**config.mk**
```make
export PLATFORM = sky130hd
export DESIGN_NAME = power_frame_integrator_flat
export DESIGN_NICKNAME = d
export VERILOG_FILES = /design/src/rtl/power_frame_integrator_if.sv /design/src/rtl/power_frame_integrator.sv /design/src/flat_wrapper.sv
export SDC_FILE = /design/constraint.sdc
export NUM_CORES = 1
export LEC_CHECK = 0
export CORE_MARGIN = 2
export CORE_UTILIZATION = 56
export DETAILED_ROUTE_END_ITERATION = 8
export HOLD_SLACK_MARGIN = 0.06
export MAX_ROUTING_LAYER = met4
export PLACE_DENSITY = 0.81
export SYNTH_ARGS = -nofsm -noshare
export SYNTH_HDL_FRONTEND = slang
export SYNTH_SLANG_ARGS = --single-unit
```
**constraint.sdc**
```tcl
create_clock -name clk -period 3.1 [get_ports clk]
set_clock_uncertainty 0.05 [all_clocks]
set_input_delay 0.465 -clock clk [delete_from_list [all_inputs] [get_ports clk]]
set_output_delay 0.465 -clock clk [all_outputs]
set_load 0.005 [all_outputs]
```
**src/rtl/power_frame_integrator_if.sv**
```systemverilog
// Stream bundle for the frame power integrator.
// Optional peak outputs exist only with POWER_INT_PEAK_EN.
interface power_frame_integrator_if #(
   parameter int DIN_WIDTH    = 33,
   parameter int ACC_LEN_LOG2 = 10
);
   localparam int DOUT_WIDTH = DIN_WIDTH + ACC_LEN_LOG2;

   logic [DIN_WIDTH-1:0]  din;
   logic                  din_valid;
   logic                  sync_in;
   logic [DOUT_WIDTH-1:0] dout;
   logic                  dout_valid;
   logic                  frame_err;
`ifdef POWER_INT_PEAK_EN
   logic [DIN_WIDTH-1:0]    peak_val;
   logic [ACC_LEN_LOG2-1:0] peak_idx;

   modport master (
      output din, din_valid, sync_in,
      input  dout, dout_valid, frame_err,
      input  peak_val, peak_idx
   );
   modport slave (
      input  din, din_valid, sync_in,
      output dout, dout_valid, frame_err,
      output peak_val, peak_idx
   );
`else
   modport master (
      output din, din_valid, sync_in,
      input  dout, dout_valid, frame_err
   );
   modport slave (
      input  din, din_valid, sync_in,
      output dout, dout_valid, frame_err
   );
`endif
endinterface

```
**src/rtl/power_frame_integrator.sv**
```systemverilog
// Sums 2^ACC_LEN_LOG2 valid power samples per sync-aligned frame.
// Macro POWER_INT_PEAK_EN adds per-frame peak value/index outputs.
module power_frame_integrator #(
   parameter int DIN_WIDTH    = 33,
   parameter int ACC_LEN_LOG2 = 10
) (
   input logic                     clk,
   input logic                     rst,
   power_frame_integrator_if.slave bus
);
   localparam int DOUT_WIDTH = DIN_WIDTH + ACC_LEN_LOG2;
   localparam logic [ACC_LEN_LOG2-1:0] CNT_ONE  = ACC_LEN_LOG2'(1);
   localparam logic [ACC_LEN_LOG2-1:0] CNT_LAST = '1;

   typedef enum logic {IDLE, RUN} state_t;

   state_t                  state_q, state_d;
   logic [DOUT_WIDTH-1:0]   acc_q, acc_d;
   logic [ACC_LEN_LOG2-1:0] cnt_q, cnt_d;
   logic [DOUT_WIDTH-1:0]   dout_q, dout_d;
   logic                    dout_valid_q, dout_valid_d;
   logic                    frame_err_q, frame_err_d;

   logic [DOUT_WIDTH-1:0]   din_ext;
   logic [DOUT_WIDTH-1:0]   acc_sum;
   logic                    first_s, mid_s, last_s, err_s, start_s;

   assign din_ext = {{ACC_LEN_LOG2{1'b0}}, bus.din};
   assign acc_sum = acc_q + din_ext;
   assign start_s = first_s | err_s;

   // Classify the current sample: frame start, middle, last, or resync.
   always_comb begin
      first_s = 1'b0;
      mid_s   = 1'b0;
      last_s  = 1'b0;
      err_s   = 1'b0;
      priority case (1'b1)
         !bus.din_valid:               ;
         state_q == IDLE:              first_s = bus.sync_in;
         bus.sync_in && cnt_q != '0:   err_s   = 1'b1;
         cnt_q == '0:                  first_s = 1'b1;
         cnt_q == CNT_LAST:            last_s  = 1'b1;
         default:                      mid_s   = 1'b1;
      endcase
   end

   // Next-state for the accumulator, counter and frame outputs.
   always_comb begin
      state_d      = state_q;
      acc_d        = acc_q;
      cnt_d        = cnt_q;
      dout_d       = dout_q;
      dout_valid_d = last_s;
      frame_err_d  = err_s;
      if (start_s) begin
         state_d = RUN;
         acc_d   = din_ext;
         cnt_d   = CNT_ONE;
      end else if (mid_s) begin
         acc_d = acc_sum;
         cnt_d = cnt_q + CNT_ONE;
      end else if (last_s) begin
         acc_d  = '0;
         cnt_d  = '0;
         dout_d = acc_sum;
      end
   end

`ifdef POWER_INT_PEAK_EN
   logic [DIN_WIDTH-1:0]    pk_val_q, pk_val_d;
   logic [ACC_LEN_LOG2-1:0] pk_idx_q, pk_idx_d;
   logic [DIN_WIDTH-1:0]    peak_val_q, peak_val_d;
   logic [ACC_LEN_LOG2-1:0] peak_idx_q, peak_idx_d;
   logic                    new_max;

   // Strict compare keeps the first occurrence on ties.
   assign new_max = bus.din > pk_val_q;

   // Running peak; published only when a frame completes.
   always_comb begin
      pk_val_d   = pk_val_q;
      pk_idx_d   = pk_idx_q;
      peak_val_d = peak_val_q;
      peak_idx_d = peak_idx_q;
      if (start_s) begin
         pk_val_d = bus.din;
         pk_idx_d = '0;
      end else if (mid_s && new_max) begin
         pk_val_d = bus.din;
         pk_idx_d = cnt_q;
      end else if (last_s) begin
         pk_val_d   = '0;
         pk_idx_d   = '0;
         peak_val_d = new_max ? bus.din : pk_val_q;
         peak_idx_d = new_max ? cnt_q : pk_idx_q;
      end
   end

   assign bus.peak_val = peak_val_q;
   assign bus.peak_idx = peak_idx_q;
`endif

   // Frame FSM and registered outputs; reset wins over any sample.
   always_ff @(posedge clk) begin
      if (rst) begin
         state_q      <= IDLE;
         acc_q        <= '0;
         cnt_q        <= '0;
         dout_q       <= '0;
         dout_valid_q <= 1'b0;
         frame_err_q  <= 1'b0;
`ifdef POWER_INT_PEAK_EN
         pk_val_q     <= '0;
         pk_idx_q     <= '0;
         peak_val_q   <= '0;
         peak_idx_q   <= '0;
`endif
      end else begin
         state_q      <= state_d;
         acc_q        <= acc_d;
         cnt_q        <= cnt_d;
         dout_q       <= dout_d;
         dout_valid_q <= dout_valid_d;
         frame_err_q  <= frame_err_d;
`ifdef POWER_INT_PEAK_EN
         pk_val_q     <= pk_val_d;
         pk_idx_q     <= pk_idx_d;
         peak_val_q   <= peak_val_d;
         peak_idx_q   <= peak_idx_d;
`endif
      end
   end

   assign bus.dout       = dout_q;
   assign bus.dout_valid = dout_valid_q;
   assign bus.frame_err  = frame_err_q;
endmodule

```
**src/flat_wrapper.sv**
```systemverilog
// flat-port wrapper written by rule: the top's interface ports become plain ports
module power_frame_integrator_flat 
#(
   parameter int DIN_WIDTH    = 33,
   parameter int ACC_LEN_LOG2 = 10
)
  (clk, rst, bus_din, bus_din_valid, bus_sync_in, bus_dout, bus_dout_valid, bus_frame_err);
  power_frame_integrator_if #(.DIN_WIDTH(DIN_WIDTH), .ACC_LEN_LOG2(ACC_LEN_LOG2)) bus_i ();
  input logic clk;
  input logic rst;
  input wire logic [$bits(bus_i.din)-1:0] bus_din;
  input wire logic [$bits(bus_i.din_valid)-1:0] bus_din_valid;
  input wire logic [$bits(bus_i.sync_in)-1:0] bus_sync_in;
  output wire logic [$bits(bus_i.dout)-1:0] bus_dout;
  output wire logic [$bits(bus_i.dout_valid)-1:0] bus_dout_valid;
  output wire logic [$bits(bus_i.frame_err)-1:0] bus_frame_err;
  assign bus_i.din = bus_din;
  assign bus_i.din_valid = bus_din_valid;
  assign bus_i.sync_in = bus_sync_in;
  assign bus_dout = bus_i.dout;
  assign bus_dout_valid = bus_i.dout_valid;
  assign bus_frame_err = bus_i.frame_err;
  power_frame_integrator #(.DIN_WIDTH(DIN_WIDTH), .ACC_LEN_LOG2(ACC_LEN_LOG2)) u_core (.clk(clk), .rst(rst), .bus(bus_i));
endmodule
```
==> metrics.txt, run 1 <==
Critical Path, Cell by Cell=clkdlybuf4s50_1 > ha_1 > buf_4 > buf_4 > nor3_1 > nor3_2 > o21ai_2 > buf_4 > a21oi_4 > a31oi_4 > a31o_4 > or4_1 > a31oi_1; layout cells sized above 1=17.5%; latest clock arrival within the worst-skew pair=0.39 ns; CP max stage cell=or4_1; area occupied by registers=0.00198 sq mm; worst hold slack=0.354 ns; Congestion Overflow GR=0; flops & latches, synth=99; H-tree Lvls=3; Yosys top cell by area=dfxtp_1; Tcrit/Tclk final=98.3%; largest family of logic cells by synthesized area=simple AND/OR/NAND/NOR gates; average size of a mapped cell=7.80 sq um; Async S/R FF share, synth=0%; synthesized net count=840; WL/cell=17.4 um; simple-gate share of the synthesized area=25.4%; Die X=107 um; Final Hold Vio Count=0; gpl congestion=0.931; Compound-Gate Fraction of Synth Area=25.3%; DRT antenna net count=0; final setup violation count=0; via count=6529; status=complete, no violations; num rows=37; Max-cap violations=0; commonest cells after routing, fill and taps aside=130 x nand2_1, 108 x buf_4, 99 x dfxtp_1; CTS max path bufs=2; clock buffer count from CTS=9; mux contribution to synthesized area=0%; CP dominant cell by count=buf_4; RSZ-0062 raised after global routing=yes; switching power=0.881 mW; XOR/XNOR Fraction of Synth Area=4.98%; Crit path arrival time=3.32 ns; Flop pwr share=44.8%; hpwl dp=12.8 mm; logic gate share of total power=24.9%; CP Launch Type=primary input; yosys warns=0; ant diodes=0; die area=0.0115 sq mm; Initial Utilization=57.7%; area occupied by multi-input gates=0.00397 sq mm; vias in the first global route=6219; Yosys cell types=68; Tightest Pin Transition=1.00 ns; drt drc=0; most common library cell in the layout ignoring fill and taps=nand2_1; die height=107 um; WL final=18.6 mm; CP bufs+invs=4; fin nets=998; Leak=3.14 nW; clock group share of total power=30.3%; largest net degree at the start of global routing=35; synthesized area=0.00598 sq mm; Internal Pwr Total=2.06 mW; initial antenna violation count=0; Post-synth EDFFs=0; worst ir drop on vdd=0.275 mV; Detailed Routing Iterations Pass 1=6; cell count after synthesis=767; area grow syn2layout=33.5%; port buffer count=81; Crit path largest cell delay=0.46 ns; prevailing post-synth register cell=dfxtp_1; Crit. End Element=flip-flop; critical path class=in2reg; initial DRC count=425; CTS Hold Buffers Added=0; P per Cell Area=368 mW/mm^2; IO Count=82; fmax=328 MHz; Post-Synth Adder-Cell Area=7.66%; first-pass GRT wire length=28.7 mm; TritonCTS clock tree=done; Critical Path Fanout Max=8; Slew headroom=33.1%; via/cell ratio=6.12; Total GRT Usage=32.0%; CP top delay family=compound AO/OA/AOI/OAI gates; Max Slew Vio Count=0; Sink Count=99; Fin Setup TNS=0 ns; Period minus WS final=3.05 ns; Reg clk slew, reported paths=0.10 ns; Root Driver=clkbuf_8; CP required=3.37 ns; area fraction of the dominant cell type after synthesis=33.1%; Synth area leaders=dfxtp_1 33%, nand2_1 8.2%, ha_1 7.3%; core box area=0.0104 sq mm; fill count=759; switching share of total power=29.9%; post-synthesis sequential area ratio=33.1%; min-delay worst type=in2reg
## worst reg2reg max path, delay by kind of cell (launching register included)
family	cells	cell delay, ns
DFF	1	0.36
AOI/OAI and AO/OA	6	1.12
buffers and inverters	1	0.06
and+or+nand+nor	3	0.68
adders and majority gates	2	0.56
## power groups by stage
stage	clock [mW]	combinational [mW]	sequential (mW)
after floorplan	0	0.393	1.34
after global placement	0	0.660	1.34
after detailed placement	0	0.679	1.35
after CTS	0.895	0.686	1.32
after global routing	0.942	0.792	1.32
final	0.891	0.733	1.32
## sequential cells by signal, summed over array words and instances, names as in the netlist
register               count
u_core.acc_q              43
u_core.bus.dout_valid      1
u_core.bus.frame_err       1
u_core.cnt_q              10
u_core.bus.dout           43
u_core.state_q             1
## logic make-up (layout without fill, tap and decap cells)
family	count (synthesis)	after routing
AO/OA/AOI/OAI	229	231
XOR/XNOR	34	34
adder cells (fa/ha/maj)	36	36
buffers and inverters	54	215
flip-flops	99	99
AND/OR/NAND/NOR	315	315
## worst paths after layout
kind              cells past startpoint                start             endpoint  slack (ns)
setup / recovery                     13           bus_din[9]     u_core.acc_q[39]        0.05
hold / removal                        3           bus_din[6]      u_core.acc_q[6]        0.35
setup reg to reg                     12      u_core.acc_q[0]     u_core.acc_q[40]        0.18
hold reg to reg                       2  u_core.bus.dout[21]  u_core.bus.dout[21]        0.41
## cell type report
class,instances,area share [%]
multi-input combinational,616,49.7
timing repair buffer,189,20.3
clock inverter,4,0.611
clock buffer,12,1.94
inverter,10,0.470
sequential,99,24.8
tap,136,2.13
## routing by layer
layer	part of all wire, %	global-route usage [%]	vias to the layer above
li1	-	-	3119
met1	41	38.9	3084
met2	49	52.8	285
met3	6.9	4.18	41
met4	2.5	14.7	0
met5	0	-	-
## synthesized netlist by cell type, types with 3 or more instances
cell type	instances
or4_1	4
nor4_1	3
a21boi_1	4
nand2_1	130
inv_1	10
o21bai_1	3
a222oi_1	5
or3_1	12
nand2b_1	9
nor3_1	14
a21oi_1	73
nand4_1	6
o32ai_1	4
a22oi_1	4
o22ai_1	3
nand3b_1	10
o21ai_0	19
ha_1	35
a311oi_1	5
nor3b_1	4
a211oi_1	10
xnor2_1	16
a21o_1	17
o21a_1	3
nand4b_1	4
nor4b_1	3
a31oi_1	29
nand3_1	34
dfxtp_1	99
o21ai_1	13
buf_2	3
xor2_1	18
nor2_1	54
clkbuf_1	39
nor2b_1	4
or2_1	3
and3_1	10
o211ai_1	12
or2_2	3
## through the flow
stage	utilization [%]	setup slack (ns)	total power, mW	area [sq um]	cells
finish	77.0	0.0516	2.94	7990	1066
CTS	74.9	0.0253	2.90	7760	1055
global placement	72.6	-0.469	2.00	7530	1038
global route	77.0	-0.0304	3.06	7990	1066
detailed placement	72.6	-0.617	2.03	7530	1038
floorplan	-	0.283	1.73	5980	767
## what timing repair did
action,CTS,global route
resized for setup,6,22
gates cloned,0,2
setup buffers,1,9
hold endpoints to repair,0,0
setup endpoints to repair,6,37
pin swaps,1,18
Note: power is estimated with default switching activity, not from simulation.
==> run 2, diff against run 1 <==
- HOLD_SLACK_MARGIN: 0.06 -> 0.15
==> results of run 2 <==
Final layout, timing and power as in run 1 (identical DEF).
==> run 3, diff against run 2 <==
- CELL_PAD_IN_SITES_DETAIL_PLACEMENT: default -> 1
- CELL_PAD_IN_SITES_GLOBAL_PLACEMENT: default -> 2
- CORE_UTILIZATION: 56 -> 32
- PLACE_DENSITY: 0.81 -> default
- PLACE_DENSITY_LB_ADDON: default -> 0.1
==> run 3 against run 2 <==
Register-to-register slack better by 0.11 ns; flip-flop and latch count stayed put; first-iteration DRC count is 25% lower; total power is 9.8% higher; cell count is 9.1% higher; count of clock-buffer cells in the layout is 1 higher; design area is 3.4% higher; via count is 2.6% lower; die area is 72% higher; fmax is 0.91% higher; core utilization is 32 points lower; highest routed layer unchanged.
==> metrics.txt, run 3 (synthesis gave the netlist of run 1 again) <==
Period minus WS final=3.02 ns; initial DRC count=318; drt drc=0; post-layout util=44.6%; P per Cell Area=391 mW/mm^2; clock buffer count from CTS=9; Crit path arrival time=3.23 ns; critical path class=in2reg; commonest cells after routing, fill and taps aside=130 x nand2_1, 107 x buf_4, 99 x dfxtp_1; Reg clk slew, reported paths=0.07 ns; port buffer count=81; RSZ-0062 raised after global routing=yes; H-tree Lvls=3; Slew headroom=28.3%; via count=6362; layout cells sized above 1=18.5%; fin nets=997; Fin Setup TNS=0 ns; fmax=331 MHz; WL final=21.7 mm; Detailed Routing Iterations Pass 1=6; min-delay worst type=reg2reg; Final Hold Vio Count=0; Max Slew Vio Count=0; Critical Path Fanout Max=8; die height=141 um; WL/cell=18.7 um; Tcrit/Tclk final=97.4%; latest clock arrival within the worst-skew pair=0.35 ns; post-placement cell count=1139; worst hold slack=0.403 ns; num rows=50; CTS max path bufs=2; die area=0.0198 sq mm; vias in the first global route=6567; CP Launch Type=primary input; Die X=141 um; largest net degree at the start of global routing=39; Crit. End Element=flip-flop; status=complete, no violations; Total Power=3.23 mW; DRT antenna net count=0; CP required=3.31 ns; core box area=0.0185 sq mm; Leak=3.17 nW; via/cell ratio=5.47; Max-cap violations=0; Congestion Overflow GR=0; Tightest Pin Transition=1.07 ns; Total GRT Usage=22.3%; most common library cell in the layout ignoring fill and taps=nand2_1; hpwl dp=16.0 mm; first-pass GRT wire length=34.5 mm; Sink Count=99; Root Driver=clkbuf_16; initial antenna violation count=0; gpl congestion=0.898; Initial Utilization=32.3%; IO Count=82; area grow syn2layout=38.1%; Finished Layout Cells=1163; final setup violation count=0; ant diodes=0; TritonCTS clock tree=done; worst ir drop on vdd=0.280 mV
run 3: metal layers:
layer  GRT usage, %  wire [um]
met1           27.6       9940
met2           38.3      10900
met3           2.65        478
met4           6.68        435
met5              -          0
run 3: stage by stage:
stage	instance area, sq um	setup WS (ns)
2_1_floorplan	5980	0.283
3_3_place_gp	7690	-0.447
3_5_place_dp	7690	-0.611
4_1_cts	8040	0.00511
5_1_grt	8260	-0.00652
6_report	8260	0.0791
run 3: repair_timing:
action,CTS,global route
buffers inserted,0,7
gates resized for setup,11,28
hold buffers,0,0
cloned,0,1
pin swaps,3,26
setup endpoints to repair,16,52
run 3: where the power goes:
group	internal [mW]	leakage (nW)	switching [mW]
Combinational	0.345	2.23	0.400
Sequential	1.30	0.803	0.0186
Clock	0.653	0.144	0.515
run 3: final cells by class:
| type | count | area, sq um |
|---|---|---|
| multi-input combinational | 615 | 4020 |
| fill | 2215 | 10300 |
| inverter | 10 | 37.5 |
| timing repair buffer | 189 | 1630 |
| tap | 234 | 293 |
| sequential | 99 | 1980 |
| clock buffer | 13 | 250 |
| clock inverter | 3 | 47.5 |
run 3: critical path, stage by stage:
cell and delay (ns):
clkdlybuf4s50_1 0.45, ha_1 0.33, a21o_1 0.23, a2111oi_4 0.34
nor3_2 0.11, o21ai_2 0.26, a21oi_4 0.11, a31oi_4 0.25
a31o_4 0.27, buf_4 0.14, o21ai_1 0.05, a311oi_1 0.24
run 3: path summary, 6_finish.rpt:
path                      start                  end  slack [ns]  cells after the start
max                  bus_din[8]  u_core.bus.dout[37]        0.08                     12
min          u_core.bus.dout[3]   u_core.bus.dout[3]        0.40                      2
max reg2reg     u_core.acc_q[0]     u_core.acc_q[40]        0.29                     12
min reg2reg  u_core.bus.dout[3]   u_core.bus.dout[3]        0.40                      2
